<file path="config.mk">
export PLATFORM = sky130hd
export DESIGN_NAME = dct2_2d_seq_flat
export DESIGN_NICKNAME = d
export VERILOG_FILES = /design/src/rtl/dct2_seq_pkg.sv /design/src/rtl/dct2_2d_seq_if.sv /design/src/rtl/dct2_seq_pass_cnt.sv /design/src/rtl/dct2_2d_seq.sv /design/src/flat_wrapper.sv
export SDC_FILE = /design/constraint.sdc
export NUM_CORES = 1
export LEC_CHECK = 0
export ABC_AREA = 1
export CAP_MARGIN = 20
export CORE_AREA = 2 2 87 47
export DETAILED_ROUTE_END_ITERATION = 16
export DIE_AREA = 0 0 89 49
export PLACE_DENSITY_LB_ADDON = 0.25
export SYNTH_ARGS = -nofsm -noshare
export SYNTH_HDL_FRONTEND = slang
export SYNTH_SLANG_ARGS = --single-unit
export TNS_END_PERCENT = 1
</file>
<file path="constraint.sdc">
create_clock -name clk -period 2 [get_ports clk]
set_clock_uncertainty 0.2 [all_clocks]
set_input_delay 0.4 -clock clk [delete_from_list [all_inputs] [get_ports clk]]
set_output_delay 0.4 -clock clk [all_outputs]
set_load 0.1 [all_outputs]
</file>
<file path="src/rtl/dct2_seq_pkg.sv">
// dct2_seq_pkg: state encodings, size codes and size decode shared by the
// 2D DCT pass sequencer and its testbench.
package dct2_seq_pkg;

    localparam int MAX_N = 32;
    localparam int CW    = $clog2(MAX_N);

    typedef enum logic [2:0] {
        ST_IDLE    = 3'd0,
        ST_ROW     = 3'd1,
        ST_DRAIN_R = 3'd2,
        ST_COL     = 3'd3,
        ST_DRAIN_C = 3'd4,
        ST_DONE    = 3'd5
    } seq_state_t;

    localparam logic [1:0] SZ4  = 2'b00;
    localparam logic [1:0] SZ8  = 2'b01;
    localparam logic [1:0] SZ16 = 2'b10;
    localparam logic [1:0] SZ32 = 2'b11;

    // One extra bit so that Nd = MAX_N itself is representable.
    function automatic logic [CW:0] size_code_to_n(input logic [1:0] code);
        logic [CW:0] n;
        n = (CW+1)'(4);
        return n << code;
    endfunction

endpackage

</file>
<file path="src/rtl/dct2_2d_seq_if.sv">
// dct2_2d_seq_if: request, core-handshake and buffer-control signals of the
// DCT pass sequencer; 'master' is the sequencer side, 'slave' its environment.
interface dct2_2d_seq_if #(
    parameter int CW = 5
);
    logic          blk_valid;
    logic [1:0]    blk_size;
    logic          blk_ready;
    logic          core_start;
    logic [1:0]    core_N;
    logic          core_read;
    logic          core_write;
    logic          src_rd_en;
    logic [CW-1:0] src_addr;
    logic          dst_wr_en;
    logic [CW-1:0] dst_addr;
    logic          pass;
    logic          busy;
    logic          done;
    logic          err;

    modport master (
        input  blk_valid, blk_size, core_read, core_write,
        output blk_ready, core_start, core_N, src_rd_en, src_addr,
               dst_wr_en, dst_addr, pass, busy, done, err
    );

    modport slave (
        output blk_valid, blk_size, core_read, core_write,
        input  blk_ready, core_start, core_N, src_rd_en, src_addr,
               dst_wr_en, dst_addr, pass, busy, done, err
    );
endinterface

</file>
<file path="src/rtl/dct2_seq_pass_cnt.sv">
// dct2_seq_pass_cnt: paired feed/output counters for one DCT pass, each
// compared against the active size before it is allowed to advance.
module dct2_seq_pass_cnt #(
    parameter int CW = 5
) (
    input  logic          clk,
    input  logic          reset,
    input  logic          i_clr,
    input  logic          i_in_inc,
    input  logic          i_out_inc,
    input  logic [CW:0]   i_nd,
    output logic [CW-1:0] o_in_addr,
    output logic [CW-1:0] o_out_addr,
    output logic          o_in_lt,
    output logic          o_out_lt,
    output logic          o_in_last,
    output logic          o_out_last
);
    logic [CW:0] r_in_cnt;
    logic [CW:0] r_out_cnt;
    logic [CW:0] w_nd_m1;

    assign w_nd_m1    = i_nd - (CW+1)'(1);
    assign o_in_lt    = (r_in_cnt < i_nd);
    assign o_out_lt   = (r_out_cnt < i_nd);
    assign o_in_last  = (r_in_cnt == w_nd_m1);
    assign o_out_last = (r_out_cnt == w_nd_m1);
    assign o_in_addr  = r_in_cnt[CW-1:0];
    assign o_out_addr = r_out_cnt[CW-1:0];

    always_ff @(posedge clk or posedge reset) begin
        if (reset) begin
            r_in_cnt  <= '0;
            r_out_cnt <= '0;
        end else if (i_clr) begin
            r_in_cnt  <= '0;
            r_out_cnt <= '0;
        end else begin
            if (i_in_inc && o_in_lt)
                r_in_cnt <= r_in_cnt + (CW+1)'(1);
            if (i_out_inc && o_out_lt)
                r_out_cnt <= r_out_cnt + (CW+1)'(1);
        end
    end
endmodule

</file>
<file path="src/rtl/dct2_2d_seq.sv">
// dct2_2d_seq: row-pass / column-pass sequencer for the 2D DCT-II core.
// Define DCT2_SEQ_PERF_EN to add the cycles_last accept-to-DONE counter port.
module dct2_2d_seq
    import dct2_seq_pkg::*;
#(
    parameter int MAX_N = 32,
    parameter int CW    = $clog2(MAX_N)
) (
    input  logic          clk,
    input  logic          reset,
    dct2_2d_seq_if.master bus
`ifdef DCT2_SEQ_PERF_EN
    ,
    output logic [15:0]   cycles_last
`endif
);
    seq_state_t    r_state;
    logic [1:0]    r_code;
    logic          r_blk_ready;
    logic          r_core_start;
    logic          r_pass;
    logic          r_busy;
    logic          r_done;
    logic          r_err;

    logic [CW:0]   w_nd;
    logic [CW-1:0] w_in_addr;
    logic [CW-1:0] w_out_addr;
    logic          w_in_lt, w_out_lt, w_in_last, w_out_last;
    logic          w_feed, w_wr_win, w_drain;
    logic          w_rd_ok, w_wr_ok, w_accept;
    logic          w_feed_end, w_pass_end, w_clr;

    assign w_nd = (CW+1)'(size_code_to_n(r_code));

    // A pass ends on its last output write; the drain also exits if the
    // outputs already completed while feeding was still going on.
    always_comb begin
        w_feed     = (r_state == ST_ROW) || (r_state == ST_COL);
        w_drain    = (r_state == ST_DRAIN_R) || (r_state == ST_DRAIN_C);
        w_wr_win   = w_feed || w_drain;
        w_rd_ok    = bus.core_read && w_feed && w_in_lt;
        w_wr_ok    = bus.core_write && w_wr_win && w_out_lt;
        w_accept   = bus.blk_valid && r_blk_ready;
        w_feed_end = w_rd_ok && w_in_last;
        w_pass_end = w_drain && (!w_out_lt || (w_wr_ok && w_out_last));
        w_clr      = w_accept || w_pass_end;
    end

    dct2_seq_pass_cnt #(.CW(CW)) u_cnt (
        .clk        (clk),
        .reset      (reset),
        .i_clr      (w_clr),
        .i_in_inc   (w_rd_ok),
        .i_out_inc  (w_wr_ok),
        .i_nd       (w_nd),
        .o_in_addr  (w_in_addr),
        .o_out_addr (w_out_addr),
        .o_in_lt    (w_in_lt),
        .o_out_lt   (w_out_lt),
        .o_in_last  (w_in_last),
        .o_out_last (w_out_last)
    );

    always_ff @(posedge clk or posedge reset) begin
        if (reset) begin
            r_state      <= ST_IDLE;
            r_code       <= SZ4;
            r_blk_ready  <= 1'b1;
            r_core_start <= 1'b0;
            r_pass       <= 1'b0;
            r_busy       <= 1'b0;
            r_done       <= 1'b0;
            r_err        <= 1'b0;
        end else begin
            r_done <= 1'b0;
            if ((bus.core_read && !w_rd_ok) || (bus.core_write && !w_wr_ok))
                r_err <= 1'b1;
            case (r_state)
                ST_IDLE: if (w_accept) begin
                    r_code       <= bus.blk_size;
                    r_state      <= ST_ROW;
                    r_blk_ready  <= 1'b0;
                    r_busy       <= 1'b1;
                    r_core_start <= 1'b1;
                    r_pass       <= 1'b0;
                end
                ST_ROW: if (w_feed_end) begin
                    r_state      <= ST_DRAIN_R;
                    r_core_start <= 1'b0;
                end
                // Column feeding waits for the last row output (transpose dependency).
                ST_DRAIN_R: if (w_pass_end) begin
                    r_state      <= ST_COL;
                    r_pass       <= 1'b1;
                    r_core_start <= 1'b1;
                end
                ST_COL: if (w_feed_end) begin
                    r_state      <= ST_DRAIN_C;
                    r_core_start <= 1'b0;
                end
                ST_DRAIN_C: if (w_pass_end) begin
                    r_state <= ST_DONE;
                    r_done  <= 1'b1;
                end
                ST_DONE: begin
                    r_state     <= ST_IDLE;
                    r_busy      <= 1'b0;
                    r_pass      <= 1'b0;
                    r_blk_ready <= 1'b1;
                end
                default: begin
                    r_state      <= ST_IDLE;
                    r_busy       <= 1'b0;
                    r_pass       <= 1'b0;
                    r_core_start <= 1'b0;
                    r_blk_ready  <= 1'b1;
                end
            endcase
        end
    end

    assign bus.blk_ready  = r_blk_ready;
    assign bus.core_start = r_core_start;
    assign bus.core_N     = r_code;
    assign bus.src_rd_en  = w_rd_ok;
    assign bus.src_addr   = w_in_addr;
    assign bus.dst_wr_en  = w_wr_ok;
    assign bus.dst_addr   = w_out_addr;
    assign bus.pass       = r_pass;
    assign bus.busy       = r_busy;
    assign bus.done       = r_done;
    assign bus.err        = r_err;

`ifdef DCT2_SEQ_PERF_EN
    logic [15:0] r_perf_cnt;
    logic [15:0] r_cycles_last;

    // Counts edges from the accept edge up to and including the edge into DONE.
    always_ff @(posedge clk or posedge reset) begin
        if (reset) begin
            r_perf_cnt    <= '0;
            r_cycles_last <= '0;
        end else if (w_accept) begin
            r_perf_cnt <= 16'd1;
        end else if ((r_state == ST_DRAIN_C) && w_pass_end) begin
            r_cycles_last <= (r_perf_cnt == 16'hFFFF) ? 16'hFFFF : r_perf_cnt + 16'd1;
        end else if (r_busy && (r_perf_cnt != 16'hFFFF)) begin
            r_perf_cnt <= r_perf_cnt + 16'd1;
        end
    end

    assign cycles_last = r_cycles_last;
`endif
endmodule

</file>
<file path="src/flat_wrapper.sv">
// flat-port wrapper written by rule: the top's interface ports become plain ports
module dct2_2d_seq_flat import dct2_seq_pkg::*;
#(
    parameter int MAX_N = 32,
    parameter int CW    = $clog2(MAX_N)
)
  (clk, reset, bus_blk_valid, bus_blk_size, bus_core_read, bus_core_write, bus_blk_ready, bus_core_start, bus_core_N, bus_src_rd_en, bus_src_addr, bus_dst_wr_en, bus_dst_addr, bus_pass, bus_busy, bus_done, bus_err);
  dct2_2d_seq_if #(.CW(CW)) bus_i ();
  input  logic clk;
  input  logic reset;
  input wire logic [$bits(bus_i.blk_valid)-1:0] bus_blk_valid;
  input wire logic [$bits(bus_i.blk_size)-1:0] bus_blk_size;
  input wire logic [$bits(bus_i.core_read)-1:0] bus_core_read;
  input wire logic [$bits(bus_i.core_write)-1:0] bus_core_write;
  output wire logic [$bits(bus_i.blk_ready)-1:0] bus_blk_ready;
  output wire logic [$bits(bus_i.core_start)-1:0] bus_core_start;
  output wire logic [$bits(bus_i.core_N)-1:0] bus_core_N;
  output wire logic [$bits(bus_i.src_rd_en)-1:0] bus_src_rd_en;
  output wire logic [$bits(bus_i.src_addr)-1:0] bus_src_addr;
  output wire logic [$bits(bus_i.dst_wr_en)-1:0] bus_dst_wr_en;
  output wire logic [$bits(bus_i.dst_addr)-1:0] bus_dst_addr;
  output wire logic [$bits(bus_i.pass)-1:0] bus_pass;
  output wire logic [$bits(bus_i.busy)-1:0] bus_busy;
  output wire logic [$bits(bus_i.done)-1:0] bus_done;
  output wire logic [$bits(bus_i.err)-1:0] bus_err;
  assign bus_i.blk_valid = bus_blk_valid;
  assign bus_i.blk_size = bus_blk_size;
  assign bus_i.core_read = bus_core_read;
  assign bus_i.core_write = bus_core_write;
  assign bus_blk_ready = bus_i.blk_ready;
  assign bus_core_start = bus_i.core_start;
  assign bus_core_N = bus_i.core_N;
  assign bus_src_rd_en = bus_i.src_rd_en;
  assign bus_src_addr = bus_i.src_addr;
  assign bus_dst_wr_en = bus_i.dst_wr_en;
  assign bus_dst_addr = bus_i.dst_addr;
  assign bus_pass = bus_i.pass;
  assign bus_busy = bus_i.busy;
  assign bus_done = bus_i.done;
  assign bus_err = bus_i.err;
  dct2_2d_seq #(.MAX_N(MAX_N), .CW(CW)) u_core (.clk(clk), .reset(reset), .bus(bus_i));
endmodule
</file>
==> results.toml, run 1 <==
[logic_synthesis]
ys_ff_latch = 23
synth-edff-count = 0
synth_warnings = 0
synthArstFlopShare = 1.00
synth_seq_area_share = 0.346
synth_top_flop_cell = "dfrtp_1"
yosysTopAreaCell = "dfrtp_1"
netlist_top_cells_area = "dfrtp_1 (33%), nand2_1 (13%), ha_1 (7.5%)"
syn_inst = 217
synth.top_cells.by_count = "nand2_1 (56), inv_1 (30), dfrtp_1 (22)"
syn-num-nets = 234
postSynthAreaPerCell_sq_um = 7.69
synth.most_common_cell = "nand2_1"
synth_area_sq_um = 1670
yosys.area.top_type_share = 0.330
ys_types = 30

[cells_and_area]
num-fill-cells = 282
nets = 289
drive_gt1_frac = 0.410
num_antenna_cells = 0
stdcell_count = 325
area_growth_pct = 59.9

[die]
coreArea_sq_um = 3680
dieArea_sq_um = 4360
initial_core_util = 0.453
die_h_um = 49
fp.dieW_um = 89
ios = 27
row_count = 16

[clock_network]
clk_latency_ns = 0.27
clock_sinks = 23
cts_buffers = 3
ctsRootBufferMaster = "clkbuf_8"
htree_levels = 1
clkSlewWorstSetupHoldPaths_ns = 0.09
cts_tree = "done"
clock_path_buffers = 2

[placement]
placed_cells = 315
io_buffers = 26
gp_congestion = 0.829
dpl.hpwl_um = 3260

[detailed_routing]
drt-total-wl_um = 4240
drc_errors = 0
vias = 1530
antenna_left = 0
viasPerCell = 4.71
drtIter0Drc = 59
wl_per_cell_um = 13.0
drtPass1Iterations = 4

[timing]
slew_viol_final = 0
hold_viol = 0
final.min_clock_period_ns = 2.43
fin_crit_sh = 1.21
holdWs_ns = 0.269
setup_violations = 19
rsz0062_at_grt = "yes"
slew_headroom = 0.791
fmax_mhz = 412
fin_ws_ns = -0.428
tightest_slew_ns = 0.314

[global_routing]
overflow = 0
antenna_found_initial = 0
grt_usage = 0.216
grt_max_degree = 24
grt_first_pass_wirelength_um = 7200
grt_pass1_vias = 1504

[worst_setup_path]
crit_chain = "buf_12 -> nand2_8 -> ha_4 -> nand2_2 -> inv_2 -> nand2_1 -> nand3_2 -> nor2_4 -> buf_12"
worstPathArrival_ns = 1.83
slowest_delay_ns = 0.52
cp_common_cell = "buf_12"
cp-start-kind = "flip-flop"
cp_max_fo = 5
reg2reg_to = "u_core.u_cnt.r_in_cnt[3]"
r2r_cells = 14
path_class = "flip-flop to output pin"
slowest_stage = "dfrtp_4"
worst-r2r-setup-slack_ns = -0.24
critPathRequiredTime_ns = 1.40
end_kind = "output pin"
r2r_start = "u_core.bus.core_N[1]"

[hold_path]
hp-class = "input pin to async pin"

[run]
maxCapViolCount = 0

[outcome]
violations = "setup timing"
status = "finished, violations left"
==> critical path, delay by kind of cell, from the launching register on <==
| family | cells | cell delay, ns |
|---|---|---|
| flip-flops | 1 | 0.52 |
| buffers and inverters | 3 | 0.37 |
| adder cells (fa/ha/maj) | 1 | 0.21 |
| AND/OR/NAND/NOR | 5 | 0.46 |
==> how the worst max path moves through the flow <==
| stage | startpoint | slack (ns) | endpoint |
|---|---|---|---|
| after floorplan | u_core.bus.core_N[1] | -0.63 | u_core.bus.core_start |
| after global placement | u_core.bus.core_N[1] | -0.24 | bus_dst_wr_en |
| after detailed placement | u_core.bus.core_N[1] | -0.30 | u_core.u_cnt.r_out_cnt[1] |
| after CTS | u_core.bus.core_N[1] | -0.45 | bus_dst_wr_en |
| after global routing | u_core.bus.core_N[0] | -0.51 | bus_src_rd_en |
| final | u_core.bus.core_N[1] | -0.43 | bus_src_rd_en |
==> metal layers <==
layer	routed length [um]	up-vias	global-route usage
li1	-	797	-
met1	2240	696	0.348
met2	1810	35	0.311
met3	181	2	0.0423
met4	10	0	0.0149
met5	0	-	0
==> layout by cell type, fill, tap and decap left out, types with 3 or more instances in the layout <==
cell / n
nand3_1: 10
clkdlybuf4s50_1: 6
buf_6: 3
ha_4: 7
ha_1: 3
buf_12: 23
nand2_2: 9
dfrtp_1: 20
nand3_2: 4
a21oi_1: 6
inv_1: 26
nand2_4: 7
nand2_1: 49
nor2_1: 13
xor2_1: 5
nand4_1: 10
inv_2: 4
buf_4: 30
clkbuf_8: 3
nor2_2: 4
==> timing repair <==
item                                    CTS  global route
pin swaps                                 8            11
endpoints found under the setup margin   21            21
setup buffers                             4             2
hold endpoints to repair                  0             0
hold buffers                              0             0
gates resized for setup                  14            13
==> area by class of cell <==
class / count / area [sq um] / share of cell area
multi-input cells: 150 / 1060 / 0.398
inverters: 32 / 128 / 0.0479
repair buffers: 62 / 779 / 0.292
flip-flops and latches: 23 / 584 / 0.219
well taps: 54 / 67.6 / 0.0253
clock buffers: 3 / 41.3 / 0.0155
clock inverters: 1 / 5.00 / 0.00188
==> sequential cells by signal, indices dropped and copies added (netlist names) <==
register                count
u_core.u_cnt.r_in_cnt       6
u_core.u_cnt.r_out_cnt      6
u_core.r_state              3
u_core.bus.core_N           2
u_core.bus.blk_ready        1
u_core.bus.busy             1
u_core.bus.core_start       1
u_core.bus.done             1
u_core.bus.err              1
u_core.bus.pass             1
==> stage by stage <==
stage / instance area (sq um) / TNS [ns] / util / setup WS (ns)
detailed placement: 2450 / -4.92 / 0.665 / -0.304
finish: 2670 / -3.26 / 0.724 / -0.428
global route: 2670 / -5.32 / 0.724 / -0.509
CTS: 2610 / -3.69 / 0.709 / -0.446
floorplan: 1760 / -10.58 / - / -0.633
global placement: 2450 / -3.50 / 0.665 / -0.237
==> cell families after synthesis <==
family                   count (synthesis)  share of synthesized area
AO/OA/AOI/OAI                           18                     0.0593
XOR/XNOR                                 7                     0.0368
adder cells (fa/ha/maj)                 10                     0.0750
buffers and inverters                   44                      0.132
flip-flops                              23                      0.346
AND/OR/NAND/NOR                        115                      0.351
Power of run 1 is not shown: default switching activity piles up to over one toggle a cycle in this logic, so the estimate is an artifact.
==> inputs of run 2 (changes only) <==
- CELL_PAD_IN_SITES_DETAIL_PLACEMENT: not set -> 1
- CELL_PAD_IN_SITES_GLOBAL_PLACEMENT: not set -> 1
- CORE_AREA: 2 2 87 47 -> 2 2 110 59
- CTS_CLUSTER_SIZE: not set -> 8
- DIE_AREA: 0 0 89 49 -> 0 0 112 61
- SYNTH_HIERARCHICAL: not set -> 1
==> run 2 against run 1 <==
Compared with the run above:
- synthesized cell count grew 37%
- the run still ends with setup timing left
- critical path depth grew 3
- worst setup slack lost 0.42 ns
==> results.toml, run 2 <==
[logic_synthesis]
netlist_top_cells_area = "dfrtp_1 (27%), nand2_1 (14%), nand3_1 (12%)"
synth_top_flop_cell = "dfrtp_1"
synth.top_cells.by_count = "nand2_1 (77), nand3_1 (47), inv_1 (38)"
ys_ff_latch = 23
synth_warnings = 6
yosys.area.top_type_share = 0.272
synthArstFlopShare = 1.00
synth_seq_area_share = 0.285
synth.most_common_cell = "nand2_1"
yosysTopAreaCell = "dfrtp_1"
synth-edff-count = 0
postSynthAreaPerCell_sq_um = 6.80
syn_inst = 298
synth_area_sq_um = 2030
ys_types = 31

[cells_and_area]
final_common_cell = "nand2_1"
stdcell_count = 472
mostFrequentLayoutCells = "nand2_1 (60), buf_4 (59), nand3_1 (42)"
top_regs = "u_core/u_cnt/r_in_cnt x6, u_core/u_cnt/r_out_cnt x6, u_core/r_state x3"
num_antenna_cells = 0
nets = 418
num-fill-cells = 697
drive_gt1_frac = 0.425
area_growth_pct = 74.9

[worst_setup_path]
cp-start-kind = "flip-flop"
critPathRequiredTime_ns = 1.40
end_kind = "output pin"
worstPathArrival_ns = 2.25
path_class = "flip-flop to output pin"
cp_max_fo = 5
worst-r2r-setup-slack_ns = -0.81
r2r_cells = 18

[outcome]
violations = "setup timing"
status = "finished, violations left"

[detailed_routing]
drt-total-wl_um = 9460
wl_per_cell_um = 20.0
vias = 2431
antenna_left = 0
drtPass1Iterations = 4
drc_errors = 0
drtIter0Drc = 147
viasPerCell = 5.15

[clock_network]
clock_sinks = 23
clk_latency_ns = 0.26
htree_levels = 1
cts_tree = "done"
clkSlewWorstSetupHoldPaths_ns = 0.07
clock_path_buffers = 2
ctsRootBufferMaster = "clkbuf_16"
cts_buffers = 3

[timing]
rsz0062_at_grt = "yes"
fmax_mhz = 351
fin_ws_ns = -0.852
hold_viol = 0
slew_viol_final = 0
holdWs_ns = 0.303
fin_crit_sh = 1.43
setup_violations = 21
tightest_slew_ns = 0.577
final.min_clock_period_ns = 2.85
slew_headroom = 0.615

[global_routing]
overflow = 0
grt_first_pass_wirelength_um = 13900
grt_max_degree = 15
grt_usage = 0.271
antenna_found_initial = 0
grt_pass1_vias = 2452

[placement]
placed_cells = 447
gp_congestion = 0.897
io_buffers = 26
dpl.hpwl_um = 6390

[die]
die_h_um = 61
fp.dieW_um = 112
dieArea_sq_um = 6830
initial_core_util = 0.346
coreArea_sq_um = 5860
ios = 27
row_count = 20

[hold_path]
hp-class = "input pin to async pin"

[run]
maxCapViolCount = 0
run 2: cells by family (layout without fill, tap and decap cells):
group / after synthesis / after routing / synth area share
AOI/OAI and AO/OA: 15 / 15 / 0.0426
buffers and inverters: 52 / 145 / 0.118
other: 1 / 5 / 0.00185
DFF: 23 / 23 / 0.285
adders and majority gates: 15 / 15 / 0.0926
xor gates and xnor gates: 9 / 9 / 0.0389
and+or+nand+nor: 183 / 183 / 0.421
run 2: routing by layer:
metal / GRT usage / share of wire / routed length, um
met1: 0.375 / 0.46 / 4320
met2: 0.461 / 0.46 / 4330
met3: 0.0609 / 0.069 / 648
met4: 0.0296 / 0.018 / 166
met5: 0 / 0 / 0
run 2: worst max-delay path, cell delays in order, from the launching register on:
cell	delay, ns
dfrtp_4	0.49
inv_4	0.06
nor2_4	0.16
inv_4	0.08
ha_4	0.22
nand2_2	0.08
nor2_2	0.05
nand2_2	0.09
and3_4	0.22
nand2_4	0.06
buf_6	0.12
a21oi_4	0.16
buf_12	0.20
run 2: metrics by stage:
stage               instance area (sq um)  setup slack, ns  TNS (ns)   util
floorplan                            2200           -0.980    -16.25      -
global placement                     3100           -0.617    -10.36  0.530
detailed placement                   3100           -0.723    -12.41  0.530
CTS                                  3440           -0.796    -12.59  0.588
global route                         3540           -0.897    -16.80  0.605
finish                               3540           -0.852    -14.95  0.605
run 2: repair_timing:
| action | 4_1_cts | 5_1_grt |
|---|---|---|
| pin swaps | 14 | 14 |
| hold buffers | 0 | 0 |
| resized for setup | 31 | 20 |
| buffers inserted | 16 | 5 |
| endpoints found under the hold margin | 0 | 0 |
| endpoints found under the setup margin | 21 | 21 |
run 2: worst paths after layout:
kind                                           start                         to
worst max register to register  u_core/bus.core_N[0]  u_core/u_cnt/r_out_cnt[0]
worst max-delay path            u_core/bus.core_N[0]              bus_dst_wr_en
min in group clk                u_core/bus.blk_ready       u_core/bus.blk_ready
worst min register to register  u_core/bus.blk_ready       u_core/bus.blk_ready
worst min-delay path                           reset          u_core/r_state[2]
max in group asynchronous                      reset  u_core/u_cnt/r_out_cnt[1]
run 2: final cells by class:
cell class,count,area (sq um),share of cell area
inverters,40,163,0.0459
multi-input cells,227,1520,0.429
flip-flops and latches,23,584,0.165
well taps,77,96.3,0.0272
repair buffers,101,1100,0.311
clock buffers,4,78.8,0.0222
Power of run 2 is left out for the same reason.
==> inputs of run 3 (changes only) <==
- SETUP_SLACK_MARGIN: not set -> 0.3
==> run 3 against run 2 <==
Compared with the run above:
- the flow still finishes with violations (setup timing)
- critical endpoint unchanged
- cell area increased by 0.32%
- cell count did not move
- die area is the same
- wire length is 1.8% higher
- first-iteration DRC count increased by 0.68%
- sequential share of layout area shrank 0.052 points
==> results.toml, run 3 (synthesis gave the netlist of run 2 again) <==
[cells_and_area]
top_regs = "u_core/u_cnt/r_in_cnt x6, u_core/u_cnt/r_out_cnt x6, u_core/r_state x3"
area_growth_pct = 75.5
stdcell_count = 472
nets = 418
num_antenna_cells = 0
mostFrequentLayoutCells = "nand2_1 (60), buf_4 (58), nand3_1 (41)"
final_common_cell = "nand2_1"
drive_gt1_frac = 0.430

[timing]
rsz0062_at_grt = "yes"
fmax_mhz = 350
hold_viol = 0
fin_crit_sh = 1.43
final.min_clock_period_ns = 2.86
tightest_slew_ns = 0.580
fin_ws_ns = -0.855
slew_headroom = 0.613
slew_viol_final = 0
setup_violations = 21

[die]
initial_core_util = 0.346
die_h_um = 61
dieArea_sq_um = 6830
coreArea_sq_um = 5860
fp.dieW_um = 112
ios = 27
row_count = 20

[placement]
placed_cells = 447
io_buffers = 26
gp_congestion = 0.897
dpl.hpwl_um = 6390

[detailed_routing]
drtIter0Drc = 148
wl_per_cell_um = 20.4
vias = 2486
drc_errors = 0
viasPerCell = 5.27
drt-total-wl_um = 9630
drtPass1Iterations = 5
antenna_left = 0

[worst_setup_path]
slowest_delay_ns = 0.49
r2r_cells = 18
cp-start-kind = "flip-flop"
cp-startpoint = "u_core/bus.core_N[0]"
critPathCapture = "bus_dst_wr_en"
worst-r2r-setup-slack_ns = -0.80
critPathRequiredTime_ns = 1.40
r2r_start = "u_core/bus.core_N[0]"
path_class = "flip-flop to output pin"
end_kind = "output pin"
crit_chain = "inv_4 -> nor2_4 -> inv_4 -> ha_4 -> nand2_2 -> nor2_2 -> nand2_2 -> and3_4 -> nand2_4 -> buf_6 -> a21oi_4 -> buf_12"
cp_max_fo = 5
reg2reg_to = "u_core/u_cnt/r_out_cnt[0]"
slowest_stage = "dfrtp_4"
worstPathArrival_ns = 2.26

[outcome]
violations = "setup timing"
status = "finished, violations left"

[hold_path]
hp-class = "input pin to async pin"

[clock_network]
cts_buffers = 3
clock_sinks = 23
clkSlewWorstSetupHoldPaths_ns = 0.07
htree_levels = 1
clock_path_buffers = 2
cts_tree = "done"
hold_buffers = 0
ctsRootBufferMaster = "clkbuf_16"
clk_latency_ns = 0.26

[global_routing]
grt_pass1_vias = 2452
antenna_found_initial = 0
grt_first_pass_wirelength_um = 13900
grt_usage = 0.271
grt_max_degree = 15
overflow = 0

[run]
maxCapViolCount = 0
run 3: cell types whose count changed in the layout (fill, tap and decap cells not counted):
cell / before / now
buf_6: 14 / 15
nor2_2: 4 / 5
nand3_1: 42 / 41
buf_4: 59 / 58
nor2_1: 27 / 26
nand3_2: 5 / 6
run 3: worst min-delay path by stage:
stage / start / to / slack [ns] / depth (start not counted)
detailed placement: u_core/bus.blk_ready / u_core/bus.blk_ready / 0.31 / 2
global route: reset / u_core/r_state[2] / 0.35 / 2
global placement: u_core/bus.blk_ready / u_core/bus.blk_ready / 0.32 / 2
floorplan: reset / u_core/bus.busy / 0.05 / 1
CTS: reset / u_core/r_state[2] / 0.32 / 2
finish: reset / u_core/bus.core_N[1] / 0.31 / 2
run 3: repair_timing:
item / 4_1_cts / 5_1_grt
cloned: 0 / 0
setup buffers: 16 / 5
pin swaps: 14 / 14
resized for setup: 31 / 23
setup endpoints to repair: 23 / 28
run 3: final cells by class:
type	instances	area [sq um]
inverter	40	163
fill	697	2300
tap	77	96.3
multi-input combinational	227	1530
sequential	23	584
timing repair buffer	101	1100
clock buffer	4	78.8
run 3: critical path, delay by kind of cell, from the launching register on:
family                   cells  cell delay, ns
AND/OR/NAND/NOR              6            0.65
flip-flops                   1            0.49
buffers and inverters        4            0.46
adder cells (fa/ha/maj)      1            0.22
AO/OA/AOI/OAI                1            0.16
run 3: stage by stage:
step	area [sq um]	hold WS, ns	util	setup TNS (ns)	worst slack (ns)
4_1_cts	3440	0.321	0.588	-12.59	-0.796
2_1_floorplan	2200	0.0518	-	-16.25	-0.980
3_3_place_gp	3100	0.318	0.530	-10.36	-0.617
6_report	3550	0.309	0.607	-15.09	-0.855
3_5_place_dp	3100	0.310	0.530	-12.41	-0.723
5_1_grt	3550	0.351	0.607	-16.92	-0.911
run 3: per-layer routing:
metal,global-route usage,part of all wire
met1,0.375,0.46
met2,0.461,0.46
met3,0.0609,0.065
met4,0.0296,0.013
met5,0,0
Power of run 3 is left out for the same reason.
